<file path="src/rtl/pmem_arbiter.sv">
// Round-robin arbiter that funnels NUM_CH line-granular pmem-style requesters onto a
// single physical-memory port; the winning request is captured at grant time.
module pmem_arbiter #(
  parameter int NUM_CH = 2,
  parameter int ADDR_W = 16,
  parameter int LINE_W = 128
) (
  input  logic                     clk,
  input  logic                     rst,
  input  logic [NUM_CH-1:0]        ch_read,
  input  logic [NUM_CH-1:0]        ch_write,
  input  logic [NUM_CH*ADDR_W-1:0] ch_address,
  input  logic [NUM_CH*LINE_W-1:0] ch_wdata,
  output logic [NUM_CH-1:0]        ch_resp,
  output logic [LINE_W-1:0]        ch_rdata,
  output logic                     pmem_read,
  output logic                     pmem_write,
  output logic [ADDR_W-1:0]        pmem_address,
  output logic [LINE_W-1:0]        pmem_wdata,
  input  logic                     pmem_resp,
  input  logic [LINE_W-1:0]        pmem_rdata
);

  localparam int PTR_W = (NUM_CH > 1) ? $clog2(NUM_CH) : 1;
  localparam logic [PTR_W:0]   NUM_CH_EXT = (PTR_W+1)'(NUM_CH);
  localparam logic [PTR_W-1:0] LAST_CH    = PTR_W'(NUM_CH - 1);

  typedef enum logic [0:0] {
    ST_IDLE = 1'b0,
    ST_BUSY = 1'b1
  } state_e;

  state_e              state_r, state_nxt_s;
  logic [PTR_W-1:0]    rr_ptr_r, rr_ptr_nxt_s;
  logic [PTR_W-1:0]    grant_r, grant_nxt_s;
  logic                op_rd_r, op_rd_nxt_s;
  logic                op_wr_r, op_wr_nxt_s;
  logic [ADDR_W-1:0]   addr_r, addr_nxt_s;
  logic [LINE_W-1:0]   wdata_r, wdata_nxt_s;

  logic [NUM_CH-1:0]   req_s;
  logic [2*NUM_CH-1:0] req_dbl_s;
  logic [NUM_CH-1:0]   rot_req_s;
  logic                any_req_s;
  logic [PTR_W-1:0]    off_s;
  logic [PTR_W:0]      sel_sum_s;
  logic [PTR_W-1:0]    sel_s;
  logic                sel_wr_s;
  logic [ADDR_W-1:0]   sel_addr_s;
  logic [LINE_W-1:0]   sel_wdata_s;
  logic [NUM_CH-1:0]   ch_resp_s;

  // Rotating the request vector by rr_ptr turns round-robin into a lowest-bit search.
  assign req_s     = ch_read | ch_write;
  assign any_req_s = |req_s;
  assign req_dbl_s = {req_s, req_s} >> rr_ptr_r;
  assign rot_req_s = req_dbl_s[NUM_CH-1:0];

  // Distance from rr_ptr to the first requesting channel.
  always_comb begin
    off_s = {PTR_W{1'b0}};
    for (int i = NUM_CH - 1; i >= 0; i--) begin
      off_s = rot_req_s[i] ? PTR_W'(i) : off_s;
    end
  end

  assign sel_sum_s = {1'b0, rr_ptr_r} + {1'b0, off_s};
  assign sel_s     = (sel_sum_s >= NUM_CH_EXT) ? PTR_W'(sel_sum_s - NUM_CH_EXT)
                                               : sel_sum_s[PTR_W-1:0];

  // Request fields of the selected channel; write wins when both strobes are high.
  always_comb begin
    sel_wr_s    = 1'b0;
    sel_addr_s  = {ADDR_W{1'b0}};
    sel_wdata_s = {LINE_W{1'b0}};
    for (int i = 0; i < NUM_CH; i++) begin
      sel_wr_s    = (sel_s == PTR_W'(i)) ? ch_write[i] : sel_wr_s;
      sel_addr_s  = (sel_s == PTR_W'(i)) ? ch_address[i*ADDR_W +: ADDR_W] : sel_addr_s;
      sel_wdata_s = (sel_s == PTR_W'(i)) ? ch_wdata[i*LINE_W +: LINE_W] : sel_wdata_s;
    end
  end

  // Next-state, latch and completion decode.
  always_comb begin
    state_nxt_s  = state_r;
    rr_ptr_nxt_s = rr_ptr_r;
    grant_nxt_s  = grant_r;
    op_rd_nxt_s  = op_rd_r;
    op_wr_nxt_s  = op_wr_r;
    addr_nxt_s   = addr_r;
    wdata_nxt_s  = wdata_r;
    ch_resp_s    = {NUM_CH{1'b0}};
    case (state_r)
      ST_IDLE: begin
        if (any_req_s) begin
          state_nxt_s = ST_BUSY;
          grant_nxt_s = sel_s;
          op_wr_nxt_s = sel_wr_s;
          op_rd_nxt_s = ~sel_wr_s;
          addr_nxt_s  = sel_addr_s;
          wdata_nxt_s = sel_wdata_s;
        end else begin
          state_nxt_s = ST_IDLE;
        end
      end
      ST_BUSY: begin
        if (pmem_resp) begin
          ch_resp_s    = NUM_CH'(1) << grant_r;
          state_nxt_s  = ST_IDLE;
          rr_ptr_nxt_s = (grant_r == LAST_CH) ? {PTR_W{1'b0}} : grant_r + PTR_W'(1);
          op_rd_nxt_s  = 1'b0;
          op_wr_nxt_s  = 1'b0;
        end else begin
          state_nxt_s = ST_BUSY;
        end
      end
      default: begin
        state_nxt_s = ST_IDLE;
        op_rd_nxt_s = 1'b0;
        op_wr_nxt_s = 1'b0;
      end
    endcase
  end

  // State and latched-request registers.
  always_ff @(posedge clk) begin
    if (rst) begin
      state_r  <= ST_IDLE;
      rr_ptr_r <= {PTR_W{1'b0}};
      grant_r  <= {PTR_W{1'b0}};
      op_rd_r  <= 1'b0;
      op_wr_r  <= 1'b0;
      addr_r   <= {ADDR_W{1'b0}};
      wdata_r  <= {LINE_W{1'b0}};
    end else begin
      state_r  <= state_nxt_s;
      rr_ptr_r <= rr_ptr_nxt_s;
      grant_r  <= grant_nxt_s;
      op_rd_r  <= op_rd_nxt_s;
      op_wr_r  <= op_wr_nxt_s;
      addr_r   <= addr_nxt_s;
      wdata_r  <= wdata_nxt_s;
    end
  end

  assign pmem_read    = op_rd_r;
  assign pmem_write   = op_wr_r;
  assign pmem_address = addr_r;
  assign pmem_wdata   = wdata_r;
  assign ch_resp      = ch_resp_s;
  assign ch_rdata     = pmem_rdata;

  pmem_arbiter_chk #(.NUM_CH(NUM_CH)) u_chk (
    .clk      (clk),
    .rst      (rst),
    .ch_read  (ch_read),
    .ch_write (ch_write),
    .ch_resp  (ch_resp_s)
  );

endmodule

// Protocol checks on the requester side of the arbiter.
module pmem_arbiter_chk #(
  parameter int NUM_CH = 2
) (
  input logic              clk,
  input logic              rst,
  input logic [NUM_CH-1:0] ch_read,
  input logic [NUM_CH-1:0] ch_write,
  input logic [NUM_CH-1:0] ch_resp
);

  a_no_read_and_write: assert property (@(posedge clk) disable iff (rst)
    ((ch_read & ch_write) == {NUM_CH{1'b0}}));

  a_resp_onehot0: assert property (@(posedge clk) disable iff (rst)
    $onehot0(ch_resp));

endmodule

</file>
<file path="config.mk">
export PLATFORM = sky130hd
export DESIGN_NAME = pmem_arbiter
export DESIGN_NICKNAME = d
export VERILOG_FILES = /design/src/rtl/pmem_arbiter.sv
export SDC_FILE = /design/constraint.sdc
export NUM_CORES = 1
export LEC_CHECK = 0
export ABC_AREA = 1
export BUFFER_PORTS_ARGS = -buffer_cell sky130_fd_sc_hd__buf_2
export CORE_AREA = 3 3 269 271
export DETAILED_ROUTE_END_ITERATION = 6
export DIE_AREA = 0 0 272 274
export HOLD_SLACK_MARGIN = 0.12
export PLACE_DENSITY = 0.36
export SYNTH_ARGS = -nofsm -noshare
export SYNTH_HDL_FRONTEND = slang
export SYNTH_HIERARCHICAL = 1
export SYNTH_SLANG_ARGS = --single-unit
export TNS_END_PERCENT = 50
</file>
<file path="constraint.sdc">
create_clock -name clk -period 1.3 [get_ports clk]
set_input_delay 0.065 -clock clk [delete_from_list [all_inputs] [get_ports clk]]
set_output_delay 0.065 -clock clk [all_outputs]
set_load 0.01 [all_outputs]
</file>
==> impl_results.md, run 1 <==
- RSZ-0062 raised after global routing: true
- Synth warnings: 6
- CP Launch Type: register
- Async S/R FF share, synth: 0
- Switching share of power: 0.3485
- Met3 usage: 0.03561
- Drt first pass iters: 5
- Ranking of synthesized cells by area: dfxtp_1 33%, nand3_1 15%, nand2_1 12%, nor2_1 12%, buf_4 11%
- GRT Max-Usage Layer: met2
- Min Clock Period, post-route: about 1.4 ns
- Most common cell in the synthesized netlist: nand2_1
- Comb power frac: 0.353
- Area taken by multi-input logic gates: roughly 4600 sq um
- Seq pwr share: 0.332
- Post-synth top area cell: dfxtp_1
- Final hold slack: between 0.1 and 0.15 ns
- Post-DP HPWL: just under 30 mm
- Worst-Skew Late Latency: 0.47 ns
- Largest net degree at the start of global routing: 68
- Global-route wire length before repair: around 65 mm
- Routed Antenna Nets: 0
- Seq/Total Area, Yosys: 0.3334
- Vias in the first global route: around 11000
- Leakage: around 8.8 nW
- IO Count: 699
- Gr usage total: 0.1167
- Area Growth Syn to Fin: 88.00%
- Final Setup Violations: between 100 and 150
- Sequential cell area: ~3000 sq um
- Net Sw Power: 0.005569 W
- CTS Sinks: roughly 150
- # rows: 97
- Max incr delay on CP: between 0.3 and 0.4 ns
- Setup WS pre-CTS: -0.1457 ns
- TritonCTS clock tree: done
- Final nets: 2476
- Die Y: roughly 270 um
- Worst Setup End Kind: register
- Total gr overflow: 0
- Synthesized Nets: between 1500 and 2000
- Critical Path Fanout Max: 12
- Synth Flop Type: dfxtp_1
- Final Skew: around 0.013 ns
- Crit share post-route: 1.072
- Rel. slew slack: 0.7732
- PD cells: around 950 nW/um^2
- Slew Limit Fails: 0
- Status: complete, but fails checks
- Max Clk Rate: just over 700 MHz
- GRT met1 Usage: 0.1302
- Die W: roughly 270 um
- Internal: roughly 0.010 W
- Initial Util: 0.1277
- Yosys cell types: 19
- Clock network power share: 0.315
- GP Congestion: around 0.80
- Synthesized area per cell: between 6 and 7 sq um
- Via count: about 11000
- Worst Slack Setup Final: -0.09425 ns
- DRC marker count from the first detailed-route iteration: 527
- Final Hold Viols: 0
- Failing checks: negative setup slack
- CTS H-Tree Depth: 4
- CTS buffer count: 17
- Crit path DAT: ~1.8 ns
- Worst-Margin Slew: 0.3402 ns
- Routed length per instance: ~16 um
- Hold Path Class: in2out
- Top cells by count, synth: 296 x nand2_1, 291 x nor2_1, 269 x nand3_1, 151 x inv_1, 149 x dfxtp_1
- Fill cell count: about 7700
- Worst ir drop on vdd: about 0.75 mV
- Root Driver: clkbuf_16
- Detailed Route WL: a little under 50 mm
- Kind of critical path: reg2reg
- CP max-delay cell: dfxtp_4
- Port-buffer cells: between 400 and 500
- Post-synth top area share: 0.3334
- Cells after Synth: around 1400
- M2 GR Usage: 0.1981
- Drc violations: 0
- WP data required: roughly 1.7 ns
- Critical-path cell list: o21ai_4, nand2_8, buf_16, buf_16, nand3_1, nand3_1, nand2_1, inv_1
- Drt via density: 3.773
- Number of synthesized register bits: 149
- Core area: between 70000 and 80000 sq um
- Max Root-Sink Buffers: 2
- Layout cells sized above 1: 0.3650
- Reg clk slew, reported paths: approximately 0.07 ns
- Max-cap violation count: 0
- Post-synth EDFFs: 0
- Die ar.: 74530 sq um
- Post-Syn Area: 8946 sq um
- Antenna violations before repair: 0
[path summary, 6_finish.rpt]
check | start | depth (start not counted) | end | slack, ns
hold / removal | pmem_rdata[9] | 0 | ch_rdata[9] | 0.13
setup / recovery | rr_ptr_r | 8 | pmem_wdata[14] | -0.09
setup reg to reg | rr_ptr_r | 8 | pmem_wdata[14] | -0.09
hold reg to reg | pmem_write | 2 | pmem_write | 0.49
[logic make-up after synthesis]
kind of cell           count (synthesis)  synth area share
AND/OR/NAND/NOR                      880            0.4231
buffers and inverters                374            0.2383
AO/OA/AOI/OAI                          8          0.005174
flip-flops                           149            0.3334
[layout by cell type (no fill, tap or decap), types with 3 or more instances in the layout]
cell,n
dfxtp_1,147
nand3_1,171
clkbuf_16,33
nand3_2,109
buf_6,15
buf_2,439
nand2_2,11
nor2_2,22
clkinvlp_4,4
dlygate4sd3_1,293
buf_8,3
nand3_4,9
nand2_8,4
buf_4,43
inv_1,149
nor2_4,10
nor2_1,260
nand2_1,283
inv_6,3
buf_16,17
a21oi_1,3
buf_12,18
[what timing repair did]
| item | 4_1_cts | 5_1_grt |
|---|---|---|
| gates cloned | 11 | 19 |
| pin swaps | 19 | 37 |
| endpoints found under the setup margin | 146 | 149 |
| setup buffers | 13 | 12 |
| endpoints found under the hold margin | 149 | 4 |
| hold buffers | 291 | 2 |
| gates resized for setup | 74 | 144 |
[through the flow]
step,area [sq um],cells,total power (W),setup TNS (ns),utilization
2_1_floorplan,8946,1411,0.007871,0,-
3_3_place_gp,11470,2628,0.009240,-11.99,0.1638
3_5_place_dp,11470,2628,0.009250,-12.22,0.1638
4_1_cts,15660,2975,0.01569,-4.582,0.2237
5_1_grt,16820,3006,0.01698,-13.66,0.2401
6_report,16820,3007,0.01598,-4.097,0.2402
[sequential cells by signal, summed over array words and instances, names as in the netlist]
name / flops
pmem_wdata: 128
pmem_address: 16
grant_r: 1
pmem_read: 1
pmem_write: 1
rr_ptr_r: 1
state_r: 1
[metal layers]
| layer | share of wire | vias to the layer above |
|---|---|---|
| li1 | - | 5491 |
| met2 | 0.48 | 486 |
| met5 | 0 | - |
| met4 | 0.043 | 0 |
| met1 | 0.40 | 5251 |
| met3 | 0.070 | 116 |
[area by class of cell]
type / count / share of cell area
Tap cell: 940 / 0.06993
Multi-Input combinational cell: 888 / 0.2739
Inverter: 152 / 0.03482
Sequential cell: 149 / 0.1777
Clock inverter: 13 / 0.007439
Timing Repair inverter: 1 / 0.0003720
Antenna cell: 1 / 0.0001488
Clock buffer: 19 / 0.02574
Timing Repair Buffer: 844 / 0.4100
[worst max-delay path, delay by kind of cell, from the launching register on]
family          cells  cell delay (ns)
flops               1             0.36
buf+inv             3             0.42
simple gates        4             0.36
compound gates      1             0.09
[power groups by stage]
stage / Combinational (W) / Clock, W / Sequential, W
floorplan: 0.00230 / 0 / 0.00558
detailed placement: 0.00386 / 0 / 0.00539
finish: 0.00564 / 0.00503 / 0.00531
global route: 0.00614 / 0.00546 / 0.00538
global placement: 0.00385 / 0 / 0.00539
CTS: 0.00507 / 0.00533 / 0.00529
Power figures use the tool's default switching activity.
==> inputs of run 2 (changes only) <==
==> constraint.sdc (replaced) <==
create_clock -name clk -period 1.3 [get_ports clk]
set_input_delay 0.13 -clock clk [delete_from_list [all_inputs] [get_ports clk]]
set_output_delay 0.13 -clock clk [all_outputs]
set_load 0.01 [all_outputs]
==> run 2 against run 1 <==
The flow still finishes with violations (negative setup slack). Combinational power up 4%. Critical path depth up 1. Sequential power about the same. Via count decreased by 0.11%. Flip-flop and latch count stayed put. Total power grew 3.5%. Hold slack worse by 0.068 ns. Register-to-register slack lost 0.03 ns. Non-clock buffer count grew 20. Setup slack got worse by 0.028 ns. Clock-buffer cell count down 2. Largest cell class unchanged.
==> impl_results.md, run 2 (same netlist as run 1, synthesis figures left out) <==
- Failing checks: negative setup slack
- Max reg flops: 128
- Switching share of power: 0.3392
- Comb power frac: 0.353
- Internal: approximately 0.011 W
- Core area: between 70000 and 80000 sq um
- Max-cap violation count: 0
- Max Root-Sink Buffers: 2
- Fill cell count: slightly below 8000
- WL met3: just under 4 mm
- CTS H-Tree Depth: 4
- Status: complete, but fails checks
- Hold Path Class: in2reg
- Slew Limit Fails: 0
- Drt via density: ~3.7
- Drt first pass iters: 5
- DR top layer: met4
- Worst Hold Depth: 4
- Port-buffer cells: 442
- Worst-Skew Late Latency: about 0.48 ns
- R2R cell count: 9
- PD cells: ~970 nW/um^2
- Reg clk slew, reported paths: approximately 0.07 ns
- Root Driver: clkbuf_16
- Final Hold Viols: 0
- Final nets: roughly 2500
- IO Count: ~700
- Max incr delay on CP: about 0.37 ns
- Vias in the first global route: about 11000
- Min Clock Period, post-route: 1.423 ns
- Detailed Route WL: slightly below 50 mm
- Worst-Margin Slew: roughly 0.34 ns
- Leakage: about 9 nW
- Final Setup Violations: approximately 140
- CP max-delay cell: dfxtp_4
- Met2 wire length: between 20 and 25 mm
- GP Congestion: 0.7900
- Antenna violations before repair: 1
- TritonCTS clock tree: done
- Net Sw Power: 0.005609 W
- RSZ-0062 raised after global routing: true
- WL met1: between 15 and 20 mm
- Drc violations: 0
- Commonest non-fill, non-tap cell in the layout: buf_2
- Area taken by multi-input logic gates: about 4700 sq um
- CTS Sinks: roughly 150
- Die Y: between 200 and 300 um
- WP data required: 1.67 ns
- Finished Core Util: 0.2444
- Most frequent cells in the layout: 437 x buf_2, 290 x dlygate4sd3_1, 254 x nor2_1
- Total gr overflow: 0
- Routed length per instance: roughly 16 um
- Kind of critical path: reg2reg
- Worst Setup End Kind: register
- Final Cell Area: about 17000 sq um
- Via count: 11330
- CP Launch Type: register
- Worst Slack Setup Final: -0.1227 ns
- Largest net degree at the start of global routing: 78
- Crit share post-route: 1.094
- Gr usage total: 0.1108
- Max Clk Rate: 702.9 MHz
- Layout cells sized above 1: 0.3929
- Crit path DAT: roughly 1.8 ns
- Initial Util: 0.1277
- Global-route wire length before repair: 62.70 mm
- Rel. slew slack: 0.7761
- Clock network power share: 0.325
- Area Growth Syn to Fin: 91.34%
- Sequential cell area: between 2000 and 3000 sq um
- CTS buffer count: 17
- DP Area: roughly 12000 sq um
- Critical-path cell list: o21ai_4, nand2_8, buf_4, buf_12, buf_4, nand3_1, nand3_1, nand2_1, inv_1
- DRC marker count from the first detailed-route iteration: a little over 500
- Seq pwr share: 0.322
- Routed Antenna Nets: 0
- Post-DP HPWL: about 30 mm
- Critical Path Fanout Max: 8
- Antenna cells: 0
- Die W: 272 um
- Die ar.: between 70000 and 80000 sq um
- Final Skew: approximately 0.0087 ns
- # rows: 97
- Worst ir drop on vdd: roughly 0.74 mV
-- run 2: final timing paths --
check,to,slack [ns],startpoint
setup / recovery,pmem_wdata[76],-0.12,rr_ptr_r
hold / removal,pmem_read,0.06,ch_write[1]
setup reg to reg,pmem_wdata[76],-0.12,rr_ptr_r
hold reg to reg,pmem_write,0.48,pmem_write
-- run 2: routing by layer --
layer  up-vias  global-route usage
met2       464              0.1872
li1       5534                   -
met3       133             0.04051
met4         0             0.07074
met1      5201              0.1169
met5         -                   0
-- run 2: area by class of cell --
cell class / count / share of cell area
repair buffers: 864 / 0.4087
inverters: 152 / 0.03421
clock buffers: 17 / 0.02485
clock inverters: 15 / 0.01045
flip-flops and latches: 149 / 0.1745
multi-input cells: 889 / 0.2774
repair inverters: 1 / 0.001170
well taps: 940 / 0.06871
-- run 2: through the flow --
| stage | total power (W) | instances | setup TNS, ns | worst slack (ns) | hold slack, ns |
|---|---|---|---|---|---|
| after floorplan | 0.007871 | 1411 | 0 | 0.09889 | 0.3209 |
| after global placement | 0.009332 | 2654 | -27.37 | -0.2840 | 0.2601 |
| after detailed placement | 0.009342 | 2654 | -25.35 | -0.2399 | 0.2601 |
| after CTS | 0.01595 | 2988 | -8.318 | -0.1360 | -0.03715 |
| after global routing | 0.01756 | 3027 | -20.52 | -0.1907 | 0.05604 |
| final | 0.01654 | 3027 | -9.037 | -0.1227 | 0.06180 |
-- run 2: critical path, delay by kind of cell, from the launching register on --
family | cells | cell delay [ns]
AOI/OAI and AO/OA | 1 | 0.09
and+or+nand+nor | 4 | 0.36
DFF | 1 | 0.37
buffers and inverters | 4 | 0.49
-- run 2: power by group through the flow --
stage	registers, W	clock network (W)	logic (W)
5_1_grt	0.00538	0.00580	0.00638
2_1_floorplan	0.00558	0	0.00230
3_3_place_gp	0.00539	0	0.00394
4_1_cts	0.00529	0.00568	0.00498
6_report	0.00533	0.00538	0.00584
3_5_place_dp	0.00539	0	0.00395
-- run 2: repair_timing --
| action | 4_1_cts | 5_1_grt |
|---|---|---|
| pin swaps | 6 | 36 |
| gates cloned | 5 | 19 |
| endpoints found under the setup margin | 146 | 150 |
| hold endpoints to repair | 148 | 3 |
| setup buffers | 8 | 20 |
| hold buffers | 289 | 1 |
| resized for setup | 93 | 218 |
